File: src/rtl/exe_muldiv_pkg.sv
// Shared definitions for the multiply/divide execution unit.
//   - operation encodings carried on the 3-bit op bus
//   - FSM state enum
//   - helpers: counter width and op classification
package exe_muldiv_pkg;

   localparam logic [2:0] OP_MULT  = 3'd0;
   localparam logic [2:0] OP_MULTU = 3'd1;
   localparam logic [2:0] OP_DIV   = 3'd2;
   localparam logic [2:0] OP_DIVU  = 3'd3;
   localparam logic [2:0] OP_MTHI  = 3'd4;
   localparam logic [2:0] OP_MTLO  = 3'd5;
   // 3'd6 and 3'd7 are NOPs

   typedef enum logic [1:0] {
      ST_IDLE   = 2'd0,
      ST_RUN    = 2'd1,
      ST_FINISH = 2'd2
   } state_e;

   // Iteration counter width: ceil(log2(width)), at least one bit.
   function automatic int cnt_width(input int width);
      return (width <= 2) ? 1 : $clog2(width);
   endfunction

   function automatic logic op_is_muldiv(input logic [2:0] op);
      return (op == OP_MULT) || (op == OP_MULTU) || (op == OP_DIV) || (op == OP_DIVU);
   endfunction

   function automatic logic op_is_div(input logic [2:0] op);
      return (op == OP_DIV) || (op == OP_DIVU);
   endfunction

   function automatic logic op_is_signed(input logic [2:0] op);
      return (op == OP_MULT) || (op == OP_DIV);
   endfunction

endpackage

File: src/rtl/exe_muldiv_unit_md_iter.sv
// Iterative multiply/divide datapath working on operand magnitudes.
//   clk       : clock
//   load      : capture operands (magnitudes + result sign flags)
//   step      : perform one shift-add (mult) or restoring (div) iteration
//   is_div    : operation class captured on load
//   is_signed : operands are two's complement
//   a, b      : operands (multiplicand/dividend, multiplier/divisor)
//   res_hi    : sign-corrected product upper half / remainder
//   res_lo    : sign-corrected product lower half / quotient
// upper/lower form one 2*WIDTH shift register: for multiply it is
// {partial product, remaining multiplier bits}; for divide it is
// {partial remainder, dividend bits shifting out / quotient bits shifting in}.
module md_iter #(
   parameter int WIDTH = 32
) (
   input  logic             clk,
   input  logic             load,
   input  logic             step,
   input  logic             is_div,
   input  logic             is_signed,
   input  logic [WIDTH-1:0] a,
   input  logic [WIDTH-1:0] b,
   output logic [WIDTH-1:0] res_hi,
   output logic [WIDTH-1:0] res_lo
);

   logic [WIDTH-1:0]   upper, lower, opb;
   logic               div_q, neg_q, neg_r;
   logic               a_neg, b_neg;
   logic [WIDTH-1:0]   a_mag, b_mag;
   logic [WIDTH:0]     mul_sum, rem_sh, rem_sub;
   logic [2*WIDTH-1:0] prod, prod_fix;

   assign a_neg = is_signed & a[WIDTH-1];
   assign b_neg = is_signed & b[WIDTH-1];
   // The most-negative value keeps its bit pattern as an unsigned magnitude.
   assign a_mag = a_neg ? (~a + WIDTH'(1)) : a;
   assign b_mag = b_neg ? (~b + WIDTH'(1)) : b;

   assign mul_sum = {1'b0, upper} + (lower[0] ? {1'b0, opb} : '0);
   assign rem_sh  = {upper, lower[WIDTH-1]};
   // Remainder stays below the divisor, so bit WIDTH of the difference
   // is a reliable borrow indicator.
   assign rem_sub = rem_sh - {1'b0, opb};

   always_ff @(posedge clk) begin
      if (load) begin
         upper <= '0;
         lower <= a_mag;
         opb   <= b_mag;
         div_q <= is_div;
         neg_q <= a_neg ^ b_neg;
         neg_r <= a_neg;
      end else if (step) begin
         if (div_q) begin
            if (!rem_sub[WIDTH]) begin
               upper <= rem_sub[WIDTH-1:0];
               lower <= {lower[WIDTH-2:0], 1'b1};
            end else begin
               upper <= rem_sh[WIDTH-1:0];
               lower <= {lower[WIDTH-2:0], 1'b0};
            end
         end else begin
            upper <= mul_sum[WIDTH:1];
            lower <= {mul_sum[0], lower[WIDTH-1:1]};
         end
      end
   end

   assign prod     = {upper, lower};
   assign prod_fix = neg_q ? (~prod + (2*WIDTH)'(1)) : prod;

   always_comb begin
      res_hi = prod_fix[2*WIDTH-1:WIDTH];
      res_lo = prod_fix[WIDTH-1:0];
      if (div_q) begin
         res_hi = neg_r ? (~upper + WIDTH'(1)) : upper;
         res_lo = neg_q ? (~lower + WIDTH'(1)) : lower;
      end
   end

endmodule

File: src/rtl/exe_muldiv_unit.sv
// Multiply/divide execution unit with HI/LO result registers.
//   clock, reset : rising-edge clock, synchronous active-high reset
//   start, op    : request strobe and operation (exe_muldiv_pkg encodings)
//   rs_data      : operand A / MTHI-MTLO source
//   rt_data      : operand B
//   busy         : iterative operation in progress (RUN or FINISH)
//   done         : one-cycle pulse, HI/LO hold a fresh mult/div result
//   hi, lo       : result registers
//   div_zero     : last divide had a zero divisor (cleared by next mult/div start)
//   dbg_state    : current FSM state
// Handshake: start is sampled only while busy=0; a mult/div start is
// accepted on that edge and busy rises for the whole operation. Starts
// while busy=1 are dropped (no queueing). All outputs are registered.
module exe_muldiv_unit
   import exe_muldiv_pkg::*;
#(
   parameter int WIDTH      = 32,
   parameter bit EARLY_DIV0 = 1'b1
) (
   input  logic             clock,
   input  logic             reset,
   input  logic             start,
   input  logic [2:0]       op,
   input  logic [WIDTH-1:0] rs_data,
   input  logic [WIDTH-1:0] rt_data,
   output logic             busy,
   output logic             done,
   output logic [WIDTH-1:0] hi,
   output logic [WIDTH-1:0] lo,
   output logic             div_zero,
   output logic [1:0]       dbg_state
);

   localparam int             CW       = cnt_width(WIDTH);
   localparam logic [CW-1:0]  CNT_LAST = CW'(WIDTH - 1);

   state_e            state, state_next;
   logic [CW-1:0]     cnt;
   logic              load, step, fin;
   logic              div_by_zero;
   logic              dz_q;
   logic [WIDTH-1:0]  rs_q;
   logic [WIDTH-1:0]  res_hi, res_lo;

   assign div_by_zero = op_is_div(op) && (rt_data == '0);

   always_ff @(posedge clock) begin
      if (reset) state <= ST_IDLE;
      else       state <= state_next;
   end

   always_comb begin
      state_next = state;
      load       = 1'b0;
      step       = 1'b0;
      fin        = 1'b0;
      unique case (state)
         ST_IDLE: begin
            if (start && op_is_muldiv(op)) begin
               load = 1'b1;
               if (EARLY_DIV0 && div_by_zero) state_next = ST_FINISH;
               else                           state_next = ST_RUN;
            end
         end
         ST_RUN: begin
            step = 1'b1;
            if (cnt == CNT_LAST) state_next = ST_FINISH;
         end
         ST_FINISH: begin
            fin        = 1'b1;
            state_next = ST_IDLE;
         end
         default: state_next = ST_IDLE;
      endcase
   end

   // Counter parks at WIDTH-1 on the last RUN edge and is cleared in FINISH.
   always_ff @(posedge clock) begin
      if (reset || load || fin)          cnt <= '0;
      else if (step && cnt != CNT_LAST)  cnt <= cnt + 1'b1;
   end

   always_ff @(posedge clock) begin
      if (reset) begin
         hi       <= '0;
         lo       <= '0;
         done     <= 1'b0;
         div_zero <= 1'b0;
         dz_q     <= 1'b0;
         rs_q     <= '0;
      end else begin
         done <= 1'b0;
         if (state == ST_IDLE && start) begin
            if (op_is_muldiv(op)) begin
               div_zero <= 1'b0;
               dz_q     <= div_by_zero;
               rs_q     <= rs_data;
            end else if (op == OP_MTHI) begin
               hi <= rs_data;
            end else if (op == OP_MTLO) begin
               lo <= rs_data;
            end
         end
         if (fin) begin
            done <= 1'b1;
            if (dz_q) begin
               hi       <= rs_q;
               lo       <= '1;
               div_zero <= 1'b1;
            end else begin
               hi <= res_hi;
               lo <= res_lo;
            end
         end
      end
   end

   md_iter #(.WIDTH(WIDTH)) u_md_iter (
      .clk       (clock),
      .load      (load),
      .step      (step),
      .is_div    (op_is_div(op)),
      .is_signed (op_is_signed(op)),
      .a         (rs_data),
      .b         (rt_data),
      .res_hi    (res_hi),
      .res_lo    (res_lo)
   );

   assign busy      = (state != ST_IDLE);
   assign dbg_state = state;

endmodule

File: config.mk
export PLATFORM = sky130hd
export DESIGN_NAME = exe_muldiv_unit
export DESIGN_NICKNAME = d
export VERILOG_FILES = /design/src/rtl/exe_muldiv_pkg.sv /design/src/rtl/exe_muldiv_unit_md_iter.sv /design/src/rtl/exe_muldiv_unit.sv
export SDC_FILE = /design/constraint.sdc
export NUM_CORES = 1
export LEC_CHECK = 0
export ABC_AREA = 1
export BUFFER_PORTS_ARGS = -buffer_cell sky130_fd_sc_hd__buf_4
export CELL_PAD_IN_SITES_DETAIL_PLACEMENT = 1
export CELL_PAD_IN_SITES_GLOBAL_PLACEMENT = 2
export CORE_ASPECT_RATIO = 1.4
export CORE_MARGIN = 8
export CORE_UTILIZATION = 33
export CTS_CLUSTER_DIAMETER = 120
export DETAILED_ROUTE_END_ITERATION = 10
export GPL_TIMING_DRIVEN = 0
export PLACE_DENSITY = 0.86
export SLEW_MARGIN = 20
export SYNTH_ARGS = -nofsm -noshare
export SYNTH_HDL_FRONTEND = slang
export SYNTH_SLANG_ARGS = --single-unit
File: constraint.sdc
create_clock -name clock -period 3.6 [get_ports clock]
set_input_delay 1.08 -clock clock [delete_from_list [all_inputs] [get_ports clock]]
set_output_delay 1.08 -clock clock [all_outputs]
set_load 0.005 [all_outputs]
# Word level (Yosys, flattened, before mapping)

Index checks and enable logic that the tools add are counted.
Widths: inputs -> output; s select.

Add/sub/neg operators: 8
Eq/ne operators: 13
Multiplexer cells: 38
Bitwise operators: 8
Reductions and logical operators: 23

Operator list:

| operator              | number |
|---|---|
| $mux 32               | 23 |
| $add 32x1->32 const B | 4 |
| $not 32->32           | 4 |
| $add 64x1->64 const B | 1 |
| $mux 64               | 1 |
| $not 64->64           | 1 |
| $add 32x33->33        | 1 |
| $sub 33x32->33        | 1 |
| $logic_not 32->1      | 1 |
| $mux 1                | 10 |
| $reduce_bool 2->1     | 5 |
| $ne 2x2->1 const B    | 4 |
| $logic_or 1x1->1      | 7 |
| $eq 3x2->1 const B    | 2 |
| $eq 3x3->1 const B    | 2 |
| $mux 2                | 3 |
| $add 5x1->5 const B   | 1 |
| $eq 5x5->1 const B    | 1 |
| $ne 5x5->1 const B    | 1 |
| $logic_and 1x1->1     | 4 |
| $pmux 2 s2            | 1 |
| $reduce_and 2->1      | 2 |
| $reduce_and 4->1      | 1 |
| $eq 3x1->1 const B    | 1 |
| 7 further kinds       | 8 |

Register bits: 205
Bits of input ports: 70
Output and inout bits: 69
Logic and storage cells: 104

# Depth between registers and ports, before layout

Gate-level depths: netlist of run 1.

Depth in word-level cells: 9
Gate-level depth with buffers: 19

# Cells and area by module

From an unflattened synthesis of run 1, not the netlist that was laid out.

Cell total of the unflattened synthesis: 3279
Area, all modules: 19182.1 µm²

Modules (own cells, without submodules):

| module          | times used | cells an instance | area an instance (µm²) |
|---|---|---|---|
| md_iter         | 1          | 2573              | 14337.5 |
| exe_muldiv_unit | 1          | 706               | 4844.6 |

# Worst setup path before layout of run 1

OpenSTA, ideal clock, no wires.

Path type: in2reg
Start point: input port start
End point: register u_md_iter.lower[0] (enable)
Arrival: 2483 ps
Data required time: 3211 ps
Path slack: 728 ps
Cell stages on the path: 7
Cell sequence: inv_1 > nor2_1 > inv_1 > nor2_1 > inv_2 > clkbuf_1 > nand2_1

Longest elaborated chain between the ends: 4

RTL lines:

| item                        | RTL line                      | source |
|---|---|---|
| start, declared             | exe_muldiv_unit.sv:22         | `input logic start,` |
| $logic_and 1x1->1           | exe_muldiv_unit.sv:59         | `if (start && op_is_muldiv(op)) begin` |
| $mux 1                      | exe_muldiv_unit.sv:59         |  |
| $mux 1                      | exe_muldiv_unit.sv:57         | `unique case (state)` |
| $reduce_bool 2->1 (no line) | --                            |  |
| end signal, assigned        | exe_muldiv_unit_md_iter.sv:58 | `lower <= {lower[WIDTH-2:0], 1'b1};` |
| end signal, assigned        | exe_muldiv_unit_md_iter.sv:61 | `lower <= {lower[WIDTH-2:0], 1'b0};` |
| end signal, assigned        | exe_muldiv_unit_md_iter.sv:65 | `lower <= {mul_sum[0], lower[WIDTH-1:1]};` |
| end, declared               | exe_muldiv_unit_md_iter.sv:27 | `logic [WIDTH-1:0] upper, lower, opb;` |

No other way between the ends.
A chain may end at the register's enable or synchronous reset.

# Final worst setup path of run 1

Start point: register u_md_iter.lower[0]
End point: register u_md_iter.upper[18]

Longest elaborated chain between the ends: 3

RTL lines:

| item                   | RTL line                      | source |
|---|---|---|
| start signal, assigned | exe_muldiv_unit_md_iter.sv:49 | `lower <= a_mag;` |
| start signal, assigned | exe_muldiv_unit_md_iter.sv:58 |  |
| start signal, assigned | exe_muldiv_unit_md_iter.sv:61 |  |
| $mux 32                | exe_muldiv_unit_md_iter.sv:40 | `assign mul_sum = {1'b0, upper} + (lower[0] ? {1'b0, opb} : '0);` |
| $add 32x33->33         | exe_muldiv_unit_md_iter.sv:40 |  |
| $mux 32                | exe_muldiv_unit_md_iter.sv:55 | `if (div_q) begin` |
| end signal, assigned   | exe_muldiv_unit_md_iter.sv:57 | `upper <= rem_sub[WIDTH-1:0];` |
| end signal, assigned   | exe_muldiv_unit_md_iter.sv:60 | `upper <= rem_sh[WIDTH-1:0];` |
| end signal, assigned   | exe_muldiv_unit_md_iter.sv:64 | `upper <= mul_sum[WIDTH:1];` |
| end, declared          | exe_muldiv_unit_md_iter.sv:27 |  |

No other way between the ends.

==> reports/results.tsv, run 1 <==
stage	metric	value	unit
grt	grt_pass1_vias	22682	
logic_synthesis	synth.ff_latch_count	205	
pwr	p_total	10.3	mW
logic_synthesis	yosysMostFrequentCell	nand2_1	
drt	drtIter0Drc	1165	
worst_setup_path	slowest_delay	0.70	ns
worst_setup_path	reg2regPathDepth	14	
clock_tree	htreeDepth	1	
worst_setup_path	crit_buf_inv	4	
logic_synthesis	synth.yosys.seq_area_share	0.261	
drt	routed_wl	99600	µm
grt	use_met3	0.0292	
clock_tree	cts.clk_slew.worst_paths	0.06	ns
logic_synthesis	synth_area	18300	µm²
logic_synthesis	synth.distinct_cells	47	
run	drv_cap	0	
pwr	p_leak	10.6	nW
clock_tree	cts_buffer_depth	3	
timing	setup_tns	0	ns
logic_synthesis	synthTopCellsByArea	nand2_1, dfxtp_1, edfxtp_1	
worst_hold_path	hold_depth	2	
drt	drcViolationCount	0	
logic_synthesis	avgSynthCellArea	5.80	µm²
pwr	power_density	489	nW/µm²
grt	track_usage	0.304	
pwr	power_frac_clock	0.264	
logic_synthesis	synth_top_area_cell	nand2_1	
grt	use_met1	0.295	
placed_design	io_buffers	137	
logic_synthesis	async_reset_ff_frac	0	
timing	drv_slew	0	
drt	vias	21489	
logic_synthesis	ys_warn_count	0	
timing	timing.final.crit_share	0.962	
worst_setup_path	end_kind	register	
grt	grt_pass1_wl	144000	µm
grt	grt_overflow	0	
timing	rsz0062_at_grt	no	
clock_tree	cts_sinks	205	
timing	slew_headroom	0.241	
die	die_x	215	µm
clock_tree	tritoncts	yes	
timing	setup_violations	0	
worst_setup_path	crit_top_cell	nand2_1	
final_layout	num-fill-cells	7622	
drt	antenna_left	0	
timing	hold_violations	0	
outcome	status	completed	
die	initial_utilization	0.332	
final_layout	antennaDiodeCount	0	
drt	dr.pass1.iters	5	
logic_synthesis	synth_common_cells	nand2_1, inv_1, nor2_1	
logic_synthesis	syn-num-nets	3296	
grt	antenna_found_initial	0	
worst_setup_path	cp_data_arrival_time	3.98	ns
clock_tree	cts_root_buf	clkbuf_16	
grt	grt_use_met2	0.580	
worst_setup_path	cp_top_family	simple AND/OR/NAND/NOR gates	
clock_tree	holdBufCountCts	0	
clock_tree	cts_setup_buffers	0	
worst_setup_path	reg2reg_to	u_md_iter.upper[18]	
worst_setup_path	worst_setup_path_start_kind	register	
final_layout	drive_gt1_frac	0.0764	
worst_setup_path	regToRegStartpoint	u_md_iter.lower[0]	
worst_hold_path	min_from	rs_q[11]	
worst_setup_path	crit_fanout	10	
pwr	sw_frac_of_total	0.465	
drt	via_per_inst	5.29	
timing	fmax	289	MHz
timing	fin_skew	0.0293	ns
die	die_area	63300	µm²
worst_setup_path	reg2reg_slack	0.14	ns
pwr	vdd_drop_max	0.348	mV
placed_design	hpwl	84100	µm
worst_hold_path	min_path_type	reg -> reg	
final_layout	synthToLayoutAreaGrowth	15.4	%
grt	grt_max_degree	45	
die	core_area	55100	µm²
worst_setup_path	slowest_stage	edfxtp_1	
clock_tree	numCtsBuffers	25	
logic_synthesis	syn_inst	3154	
timing	min_period	3.46	ns
pwr	pwr-share-seq	0.294	
pwr	pwr-share-comb	0.442	
placed_design	gp_congestion	0.982	
die	die_h	295	µm
die	ios	139	
grt	grt-busiest-layer	met2	
final_layout	nNetsFinal	3460	
die	num_rows	102	
clock_tree	insertion_delay	0.59	ns
drt	avgRoutedWirePerCell	24.5	µm
pwr	p_int	5.52	mW
worst_hold_path	hold_end	rs_q[11]	
logic_synthesis	synth_ff_type	dfxtp_1	
worst_setup_path	crit_type	reg -> reg	
timing	worstMarginPinSlew	1.14	ns
logic_synthesis	synth_top_area_share	0.192	
worst_setup_path	crit_chain	clkbuf_1, nand2_1, inv_1, ha_1, nand2_1, inv_1, nand2_1, nor3_1, nand4_1, nand4_1, nand3_1, nand2_1, inv_1, a21oi_1	
worst_setup_path	cp.required	4.11	ns
logic_synthesis	synth_edf_count	67	
pwr	p_switching	4.80	mW
==> cell usage in the layout (no fill, tap or decap), types with 4 or more instances in the layout <==
cell type	instances
a21oi_1	228
edfxtp_1	67
nand4_1	38
o22ai_1	8
o21bai_1	5
nand3_1	213
xnor2_1	17
buf_1	9
nor3_2	5
nand3b_1	5
nor3_1	29
xor2_1	48
nand2_2	15
buf_2	17
a31oi_1	4
o211ai_1	19
clkbuf_16	25
and2_1	7
o31ai_1	5
a21oi_2	4
buf_4	140
inv_2	7
o21ai_2	6
dfxtp_1	138
nor2_1	389
o21ai_1	7
nand2_1	937
nor4_1	9
nor2_2	8
a211oi_1	5
ha_1	70
o21ai_0	238
buf_6	4
clkbuf_1	75
inv_1	499
==> how the worst max path moves through the flow <==
stage	start	endpoint	slack [ns]	cells after the start
after detailed placement	rs_data[1]	u_md_iter.lower[26]	-0.27	12
after CTS	u_md_iter.lower[0]	u_md_iter.upper[27]	0.13	17
after global routing	u_md_iter.lower[0]	u_md_iter.upper[27]	0.03	17
after floorplan	start	u_md_iter.lower[0]	0.73	7
after global placement	start	u_md_iter.lower[4]	-0.58	8
final	u_md_iter.lower[0]	u_md_iter.upper[18]	0.14	14
==> power by group through the flow <==
stage	registers [mW]	clock network (mW)	logic, mW
3_3_place_gp	3.06	0	4.45
4_1_cts	3.02	2.75	4.54
2_1_floorplan	2.87	0	2.86
3_5_place_dp	3.06	0	4.51
6_report	3.03	2.72	4.56
5_1_grt	3.06	2.83	5.02
==> kinds of logic after synthesis <==
family,share of synthesized area
AND/OR/NAND/NOR,0.373
buffers and inverters,0.129
AO/OA/AOI/OAI,0.156
flip-flops,0.261
adder cells (fa/ha/maj),0.0501
XOR/XNOR,0.0311
==> area by class of cell <==
cell class	instances	area [µm²]	area share
multi-input cells	2337	11200	0.529
repair buffers	138	1050	0.0497
plain buffers	104	454	0.0215
clock inverters	15	193	0.00913
flip-flops and latches	205	4770	0.226
well taps	728	911	0.0431
inverters	507	1900	0.0901
clock buffers	31	658	0.0312
==> per-stage QoR <==
step                utilization  hold slack [ns]  setup WS, ns  std cells  cell area (µm²)
floorplan                     -            0.439         0.728       3154            18300
global placement          0.367            0.447        -0.580       4019            20200
detailed placement        0.368            0.464        -0.273       4020            20300
CTS                       0.383            0.472         0.128       4065            21100
global route              0.383            0.495        0.0265       4065            21100
finish                    0.383            0.473         0.137       4065            21100
==> per-layer routing <==
metal / vias to the layer above / wire [µm]
met5: - / 0
met4: 0 / 9640
met3: 289 / 3100
met2: 586 / 51400
met1: 10251 / 35400
li1: 10363 / -
==> worst register-to-register path: stages, from the launching register on <==
cell      delay [ns]
edfxtp_1        0.70
clkbuf_1        0.43
nand2_1         0.12
inv_1           0.08
ha_1            0.23
nand2_1         0.15
inv_1           0.10
nand2_1         0.16
nor3_1          0.49
nand4_1         0.38
nand4_1         0.20
nand3_1         0.10
nand2_1         0.10
inv_1           0.04
a21oi_1         0.14
==> sequential cells by signal, indices dropped and copies added (netlist names) <==
name             count
hi                  32
u_md_iter.div_q      1
done                 1
u_md_iter.neg_q      1
dz_q                 1
u_md_iter.lower     32
lo                  32
u_md_iter.neg_r      1
dbg_state            2
div_zero             1
rs_q                32
u_md_iter.upper     32
u_md_iter.opb       32
cnt                  5
==> what timing repair did <==
item,CTS,global route
cloned,0,0
gates resized for setup,0,2
endpoints found under the setup margin,1,4
Power figures use the tool's default switching activity.
==> run 2: changes to the inputs <==
--- a/config.mk
+++ b/config.mk
@@ -15,8 +15,9 @@
 export CTS_CLUSTER_DIAMETER = 120
 export DETAILED_ROUTE_END_ITERATION = 10
 export GPL_TIMING_DRIVEN = 0
-export PLACE_DENSITY = 0.86
+export PLACE_DENSITY = 0.85
 export SLEW_MARGIN = 20
 export SYNTH_ARGS = -nofsm -noshare
 export SYNTH_HDL_FRONTEND = slang
+export SYNTH_HIERARCHICAL = 1
 export SYNTH_SLANG_ARGS = --single-unit
==> run 2 against run 1 <==
  * Utilization barely moved
  * Clock power shrank 4%
  * Critical path type unchanged
  * Die area grew 4.5%
  * Register-to-register slack worse by 0.08 ns
  * Synthesized cell count rose by 4.0%
  * Hold slack worse by 0.0021 ns
==> reports/results.tsv, run 2 <==
stage	metric	value	unit	change
outcome	status	completed		
final_layout	final_common_cell	nand2_1		
die	num_rows	104		+2.0%
clock_tree	cts_root_buf	clkbuf_16		
timing	setup_tns	0	ns	unchanged
grt	grt_pass1_vias	23901		+5.4%
pwr	p_total	10.7	mW	+3.3%
logic_synthesis	syn_inst	3279		+4.0%
grt	use_met1	0.270		-0.0257
logic_synthesis	synth.ff_latch_count	205		unchanged
clock_tree	htreeDepth	1		unchanged
logic_synthesis	synthTopCellsByArea	nand2_1, dfxtp_1, edfxtp_1		
placed_design	hpwl	84800	µm	+0.81%
worst_hold_path	min_path_type	reg -> reg		
logic_synthesis	synth_ff_type	dfxtp_1		
final_layout	antennaDiodeCount	0		unchanged
clock_tree	tritoncts	yes		
timing	min_period	3.54	ns	+0.0815 ns
grt	antenna_found_initial	0		unchanged
timing	timing.final.crit_share	0.985		+0.0226
logic_synthesis	synth.yosys.seq_area_share	0.249		-0.0120
clock_tree	cts_buffer_depth	3		unchanged
drt	dr.pass1.iters	7		+2
die	ios	139		unchanged
drt	avgRoutedWirePerCell	23.7	µm	-3.2%
worst_setup_path	worst_setup_path_start_kind	register		
drt	via_per_inst	5.26		-0.54%
worst_setup_path	cp_data_arrival_time	3.98	ns	about the same
worst_setup_path	crit_type	reg -> reg		
grt	track_usage	0.295		-0.00961
logic_synthesis	avgSynthCellArea	5.85	µm²	+0.83%
pwr	p_leak	11.2	nW	+5.9%
clock_tree	cts_setup_buffers	0		unchanged
worst_hold_path	hold_depth	2		unchanged
drt	drtIter0Drc	998		-14%
timing	timing.hold.ws	0.471	ns	-0.00207 ns
timing	fin_skew	0.0317	ns	+0.00241 ns
die	die_h	301	µm	+2.3%
logic_synthesis	synth.distinct_cells	53		+13%
placed_design	numPlacedInstances	4159		+3.5%
worst_setup_path	cp.required	4.03	ns	-0.08 ns
worst_setup_path	reg2regPathDepth	13		-1
final_layout	drive_gt1_frac	0.0841		+0.00771
clock_tree	cts_resized	6		+6
run	drv_cap	0		unchanged
timing	drv_slew	0		unchanged
clock_tree	insertion_delay	0.56	ns	-0.03 ns
clock_tree	cts.clk_slew.worst_paths	0.07	ns	about the same
clock_tree	holdBufCountCts	0		unchanged
grt	grt_pass1_wl	146000	µm	+1.5%
grt	grt-busiest-layer	met2		
logic_synthesis	synth_edf_count	67		unchanged
logic_synthesis	synth_common_cells	nand2_1, inv_1, nor2_1		
timing	fmax	282	MHz	-2.3%
timing	hold_violations	0		unchanged
clock_tree	cts_sinks	205		unchanged
pwr	vdd_drop_max	0.350	mV	+0.72%
drt	vias	22088		+2.8%
die	die_area	66200	µm²	+4.5%
drt	antenna_left	0		unchanged
worst_setup_path	crit_fanout	7		-3
logic_synthesis	yosysMostFrequentCell	nand2_1		
grt	use_met3	0.0339		+0.00473
logic_synthesis	async_reset_ff_frac	0		unchanged
timing	rsz0062_at_grt	no		
logic_synthesis	ys_warn_count	6		+6
final_layout	fin_cells	4201		+3.3%
grt	grt_max_degree	55		+22%
timing	worstMarginPinSlew	0.973	ns	-0.165 ns
worst_setup_path	end_kind	register		
logic_synthesis	synth_top_area_share	0.172		-0.0204
drt	drcViolationCount	0		unchanged
clock_tree	numCtsBuffers	25		unchanged
die	initial_utilization	0.334		+0.00161
placed_design	io_buffers	138		+0.73%
final_layout	nNetsFinal	3584		+3.6%
final_layout	layout.cells.most_common_list	nand2_1, inv_1, nor2_1		
drt	routed_wl	99600	µm	unchanged
timing	slew_headroom	0.352		+0.110
pwr	power_density	484	nW/µm²	-0.97%
die	core_area	57500	µm²	+4.3%
timing	setup_violations	0		unchanged
grt	grt_overflow	0		unchanged
grt	grt_use_met2	0.569		-0.0110
final_layout	synthToLayoutAreaGrowth	14.8	%	
placed_design	gp_congestion	1.00		+2.2%
die	die_x	220	µm	+2.2%
logic_synthesis	synth_top_area_cell	nand2_1		
logic_synthesis	synth_area	19200	µm²	+4.8%
logic_synthesis	syn-num-nets	3421		+3.8%
run 2: changes by cell type in the layout (fill, tap and decap cells not counted), sizes merged, moves of 5 or more:
cell and change:
o22ai -6, nand3 -62, xnor2 -6, xor2 +52
nand4 -9, o211ai -16, clkbuf -6, o21ai +126
nor3 +18, nor2 +63, a211oi -5, nand2 -54
buf +19, inv +5
run 2: cell families after synthesis:
kind of cell    count (synthesis)  share of synthesized area
xor+xnor                      111                     0.0507
buf+inv                       628                      0.130
simple gates                 1626                      0.350
flops                         205                      0.249
compound gates                637                      0.173
fa+ha+maj                      72                     0.0477
run 2: worst max-delay path, cell delays in order, from the launching register on:
cell	delay [ns]
edfxtp_1	0.41
buf_6	0.17
clkinv_2	0.06
nand4_1	0.14
nor3_2	0.28
nand2_1	0.18
o21ai_2	0.38
nand2_1	0.12
o21ai_0	0.21
o21ai_0	0.19
o21ai_0	0.52
o21ai_0	0.22
nor2_1	0.44
nor2_1	0.11
run 2: where the power goes:
part / total (mW) / internal [mW] / switching, mW
sequential: 3.13 / 2.64 / 0.481
combinational: 4.91 / 1.44 / 3.47
clock: 2.62 / 1.50 / 1.12
run 2: area by class of cell:
| type | instances | area, µm² |
|---|---|---|
| Buffer | 114 | 567 |
| Clock buffer | 34 | 764 |
| Clock inverter | 10 | 77.6 |
| Fill cell | 7814 | 35500 |
| Inverter | 512 | 1930 |
| Multi-Input combinational cell | 2446 | 11900 |
| Sequential cell | 205 | 4770 |
| Tap cell | 742 | 928 |
| Timing Repair Buffer | 138 | 1040 |
run 2: worst paths after layout:
path / start / endpoint / slack (ns)
worst min register to register: cnt[4] / cnt[4] / 0.47
worst max-delay path: u_md_iter/lower[0] / hi[1] / 0.06
worst min-delay path: cnt[4] / cnt[4] / 0.47
worst max register to register: u_md_iter/lower[0] / hi[1] / 0.06
run 2: through the flow:
step / instance area [µm²] / util / setup WS, ns
final: 22000 / 0.383 / 0.0555
after global routing: 22000 / 0.383 / 0.00788
after CTS: 22000 / 0.383 / 0.0000875
after detailed placement: 21100 / 0.368 / -1.54
after global placement: 21100 / 0.368 / -1.39
after floorplan: 19200 / - / 0.0499
run 2: routing by layer:
layer	share of wire	routed length, µm
met1	0.34	33700
met2	0.53	53000
met3	0.030	3010
met4	0.099	9850
met5	0	0
==> run 3: changes to the inputs <==
--- a/config.mk
+++ b/config.mk
@@ -5,17 +5,16 @@
 export SDC_FILE = /design/constraint.sdc
 export NUM_CORES = 1
 export LEC_CHECK = 0
-export ABC_AREA = 1
 export BUFFER_PORTS_ARGS = -buffer_cell sky130_fd_sc_hd__buf_4
 export CELL_PAD_IN_SITES_DETAIL_PLACEMENT = 1
 export CELL_PAD_IN_SITES_GLOBAL_PLACEMENT = 2
 export CORE_ASPECT_RATIO = 1.4
 export CORE_MARGIN = 8
-export CORE_UTILIZATION = 33
+export CORE_UTILIZATION = 36
 export CTS_CLUSTER_DIAMETER = 120
 export DETAILED_ROUTE_END_ITERATION = 10
-export GPL_TIMING_DRIVEN = 0
-export PLACE_DENSITY = 0.85
+export GPL_TIMING_DRIVEN = 1
+export PLACE_DENSITY = 0.83
 export SLEW_MARGIN = 20
 export SYNTH_ARGS = -nofsm -noshare
 export SYNTH_HDL_FRONTEND = slang
==> run 3 against run 2 <==
  * Non-clock buffer count is 60 higher
  * Critical path depth is 2 higher
  * Hold slack worse by 0.019 ns
  * Die area is 23% lower
  * Worst setup slack worse by 0.043 ns
  * Power is 10% lower
  * Via count is 28% lower
  * Sequential share of layout area is 2.6 points higher
  * Area after synthesis is 18% lower
  * Cell area is 11% lower
  * Largest cell class unchanged
==> reports/results.tsv, run 3 <==
stage	metric	value	unit	change
outcome	status	completed		
worst_setup_path	reg2reg_slack	0.01	ns	-0.04 ns
timing	slew_headroom	0.261		-0.0910
clock_tree	htreeDepth	1		unchanged
final_layout	design_area	19700	µm²	-11%
final_layout	num-fill-cells	5196		-34%
timing	setup_violations	0		unchanged
timing	min_period	3.59	ns	+0.0427 ns
grt	grt_overflow	0		unchanged
drt	via_per_inst	5.81		+11%
worst_setup_path	slowest_stage	or4_4		
pwr	vdd_drop_max	0.330	mV	-5.8%
placed_design	hpwl	48100	µm	-43%
pwr	pwr-share-seq	0.298		+0.005
die	num_rows	90		-13%
die	die_h	263	µm	-13%
pwr	power_density	486	nW/µm²	+0.48%
logic_synthesis	synth_top_area_cell	dfxtp_1		
logic_synthesis	ys_warn_count	6		unchanged
final_layout	layout.cells.most_common_list	buf_4, nand2_1, a21oi_1		
timing	fmax	279	MHz	-1.2%
logic_synthesis	synthTopCellsByArea	dfxtp_1, edfxtp_1, a21oi_1		
pwr	p_leak	7.81	nW	-30%
worst_setup_path	worst_setup_path_start_kind	register		
final_layout	synthToLayoutAreaGrowth	25.1	%	
final_layout	nNetsFinal	2313		-35%
die	ios	139		unchanged
logic_synthesis	avgSynthCellArea	8.09	µm²	+38%
drt	antenna_left	0		unchanged
logic_synthesis	synth_common_cells	nand2_1, a21oi_1, nor2_1		
timing	worstMarginPinSlew	1.10	ns	+0.126 ns
drt	routed_wl	63500	µm	-36%
grt	antenna_found_initial	0		unchanged
worst_setup_path	end_kind	register		
timing	setup_tns	0	ns	unchanged
worst_setup_path	crit_type	reg -> reg		
pwr	power_frac_clock	0.290		+0.044
timing	drv_slew	0		unchanged
grt	grt_pass1_wl	95000	µm	-35%
logic_synthesis	synth.ff_latch_count	205		unchanged
logic_synthesis	syn-num-nets	2084		-39%
grt	grt_max_degree	132		+140%
final_layout	final_common_cell	buf_4		
run	drv_cap	0		unchanged
clock_tree	tritoncts	yes		
clock_tree	cts_sinks	205		unchanged
timing	timing.final.crit_share	0.996		+0.0119
worst_setup_path	cp.required	3.99	ns	-0.04 ns
worst_setup_path	slowest_delay	0.58	ns	+0.06 ns
drt	drtIter0Drc	588		-41%
placed_design	gp_congestion	0.920		-8.3%
clock_tree	cts.clk_slew.worst_paths	0.07	ns	about the same
die	die_area	50700	µm²	-23%
drt	vias	15935		-28%
logic_synthesis	synth_top_area_share	0.176		+0.00386
placed_design	place_area	18100	µm²	-14%
drt	dr.pass1.iters	5		-2
logic_synthesis	synth_ff_type	dfxtp_1		
die	initial_utilization	0.364		+0.0307
final_layout	drive_gt1_frac	0.232		+0.148
die	die_x	193	µm	-12%
die	core_area	43100	µm²	-25%
final_layout	antennaDiodeCount	0		unchanged
pwr	p_switching	3.60	mW	-29%
pwr	pwr-share-comb	0.411		-0.050
logic_synthesis	async_reset_ff_frac	0		unchanged
pwr	p_total	9.56	mW	-10%
logic_synthesis	synth.distinct_cells	91		+72%
clock_tree	cts_buffer_depth	3		unchanged
timing	rsz0062_at_grt	yes		
logic_synthesis	syn_inst	1942		-41%
clock_tree	cts_root_buf	clkbuf_16		
logic_synthesis	synth.yosys.seq_area_share	0.304		+0.0550
grt	grt_pass1_vias	16650		-30%
final_layout	fin_util	0.456		+0.0729
clock_tree	insertion_delay	0.55	ns	about the same
timing	hold_violations	0		unchanged
logic_synthesis	synth_area	15700	µm²	-18%
placed_design	io_buffers	138		unchanged
grt	track_usage	0.236		-0.0586
worst_hold_path	min_path_type	reg -> reg		
logic_synthesis	synth_edf_count	67		unchanged
pwr	p_int	5.96	mW	+6.6%
worst_setup_path	crit_chain	or4_4, nor4_4, buf_4, nand4_1, nor4_2, buf_4, nand3_4, a21oi_4, buf_6, a21oi_4, xor2_2, mux2i_1, nand2_1, o211ai_1, a21oi_1		
drt	avgRoutedWirePerCell	23.1	µm	-2.3%
logic_synthesis	yosysMostFrequentCell	nand2_1		
drt	drcViolationCount	0		unchanged
timing	timing.hold.ws	0.453	ns	-0.0187 ns
pwr	sw_frac_of_total	0.376		-0.0991
worst_setup_path	cp_data_arrival_time	3.97	ns	about the same
clock_tree	numCtsBuffers	24		-4.0%
timing	fin_skew	0.0222	ns	-0.00955 ns
worst_setup_path	crit_fanout	4		-3
## run 3: changes by cell type after synthesis, sizes merged, moves of 37 or more
cell and change:
inv -444, mux2i +74, nand2 -615, nand3 -132, nor2 -317, o211ai +37, o21ai -261, xnor2 +88
## run 3: logic make-up after synthesis
logic type,Yosys count,synth area share
buffers and inverters,174,0.0483
XOR/XNOR,171,0.0953
adder cells (fa/ha/maj),72,0.0583
AND/OR/NAND/NOR,662,0.205
flip-flops,205,0.304
AO/OA/AOI/OAI,577,0.237
multiplexers,81,0.0522
## run 3: worst paths after layout
path / from / to / depth (start not counted)
setup / recovery: u_md_iter/lower[12] / hi[29] / 15
hold / removal: lo[15] / lo[15] / 2
setup reg to reg: u_md_iter/lower[12] / hi[29] / 15
hold reg to reg: lo[15] / lo[15] / 2
## run 3: layout make-up
class	count	area (µm²)	share of cell area
repair buffers	312	2480	0.126
clock buffers	32	724	0.0369
well taps	552	691	0.0351
flip-flops and latches	205	4780	0.243
clock inverters	12	161	0.00821
multi-input cells	1563	10600	0.538
inverters	65	251	0.0128
## run 3: power groups by stage
stage	Sequential (mW)	Combinational [mW]	Clock [mW]
floorplan	2.83	2.19	0
detailed placement	2.89	3.55	0
global route	2.87	4.24	2.91
finish	2.85	3.93	2.78
global placement	2.88	3.49	0
CTS	2.84	3.58	2.83
## run 3: what timing repair did
| item | in CTS | in global routing |
|---|---|---|
| resized for setup | 3 | 81 |
| pin swaps | 0 | 43 |
| gates cloned | 0 | 2 |
| hold buffers | 0 | 0 |
| setup endpoints to repair | 11 | 46 |
| buffers inserted | 0 | 23 |
## run 3: metal layers
metal,up-vias,global-route usage,part of all wire,routed length (µm)
met3,158,0.0291,0.044,2820
met5,-,0,0,0
li1,7489,-,-,-
met1,7843,0.262,0.39,24400
met4,0,0.115,0.057,3610
met2,445,0.434,0.51,32600
## run 3: critical path, delay by kind of cell (launching register included)
kind                   cells  cell delay (ns)
XOR/XNOR                   1             0.17
multiplexers               1             0.16
AO/OA/AOI/OAI              4             0.52
flip-flops                 1             0.45
buffers and inverters      3             0.53
AND/OR/NAND/NOR            6             1.60
## run 3: metrics by stage
stage / setup WS [ns] / cells
final: 0.0128 / 2741
after floorplan: 0.172 / 1942
after global placement: -0.236 / 2673
after CTS: 0.0215 / 2717
after detailed placement: -0.257 / 2673
after global routing: -0.152 / 2741
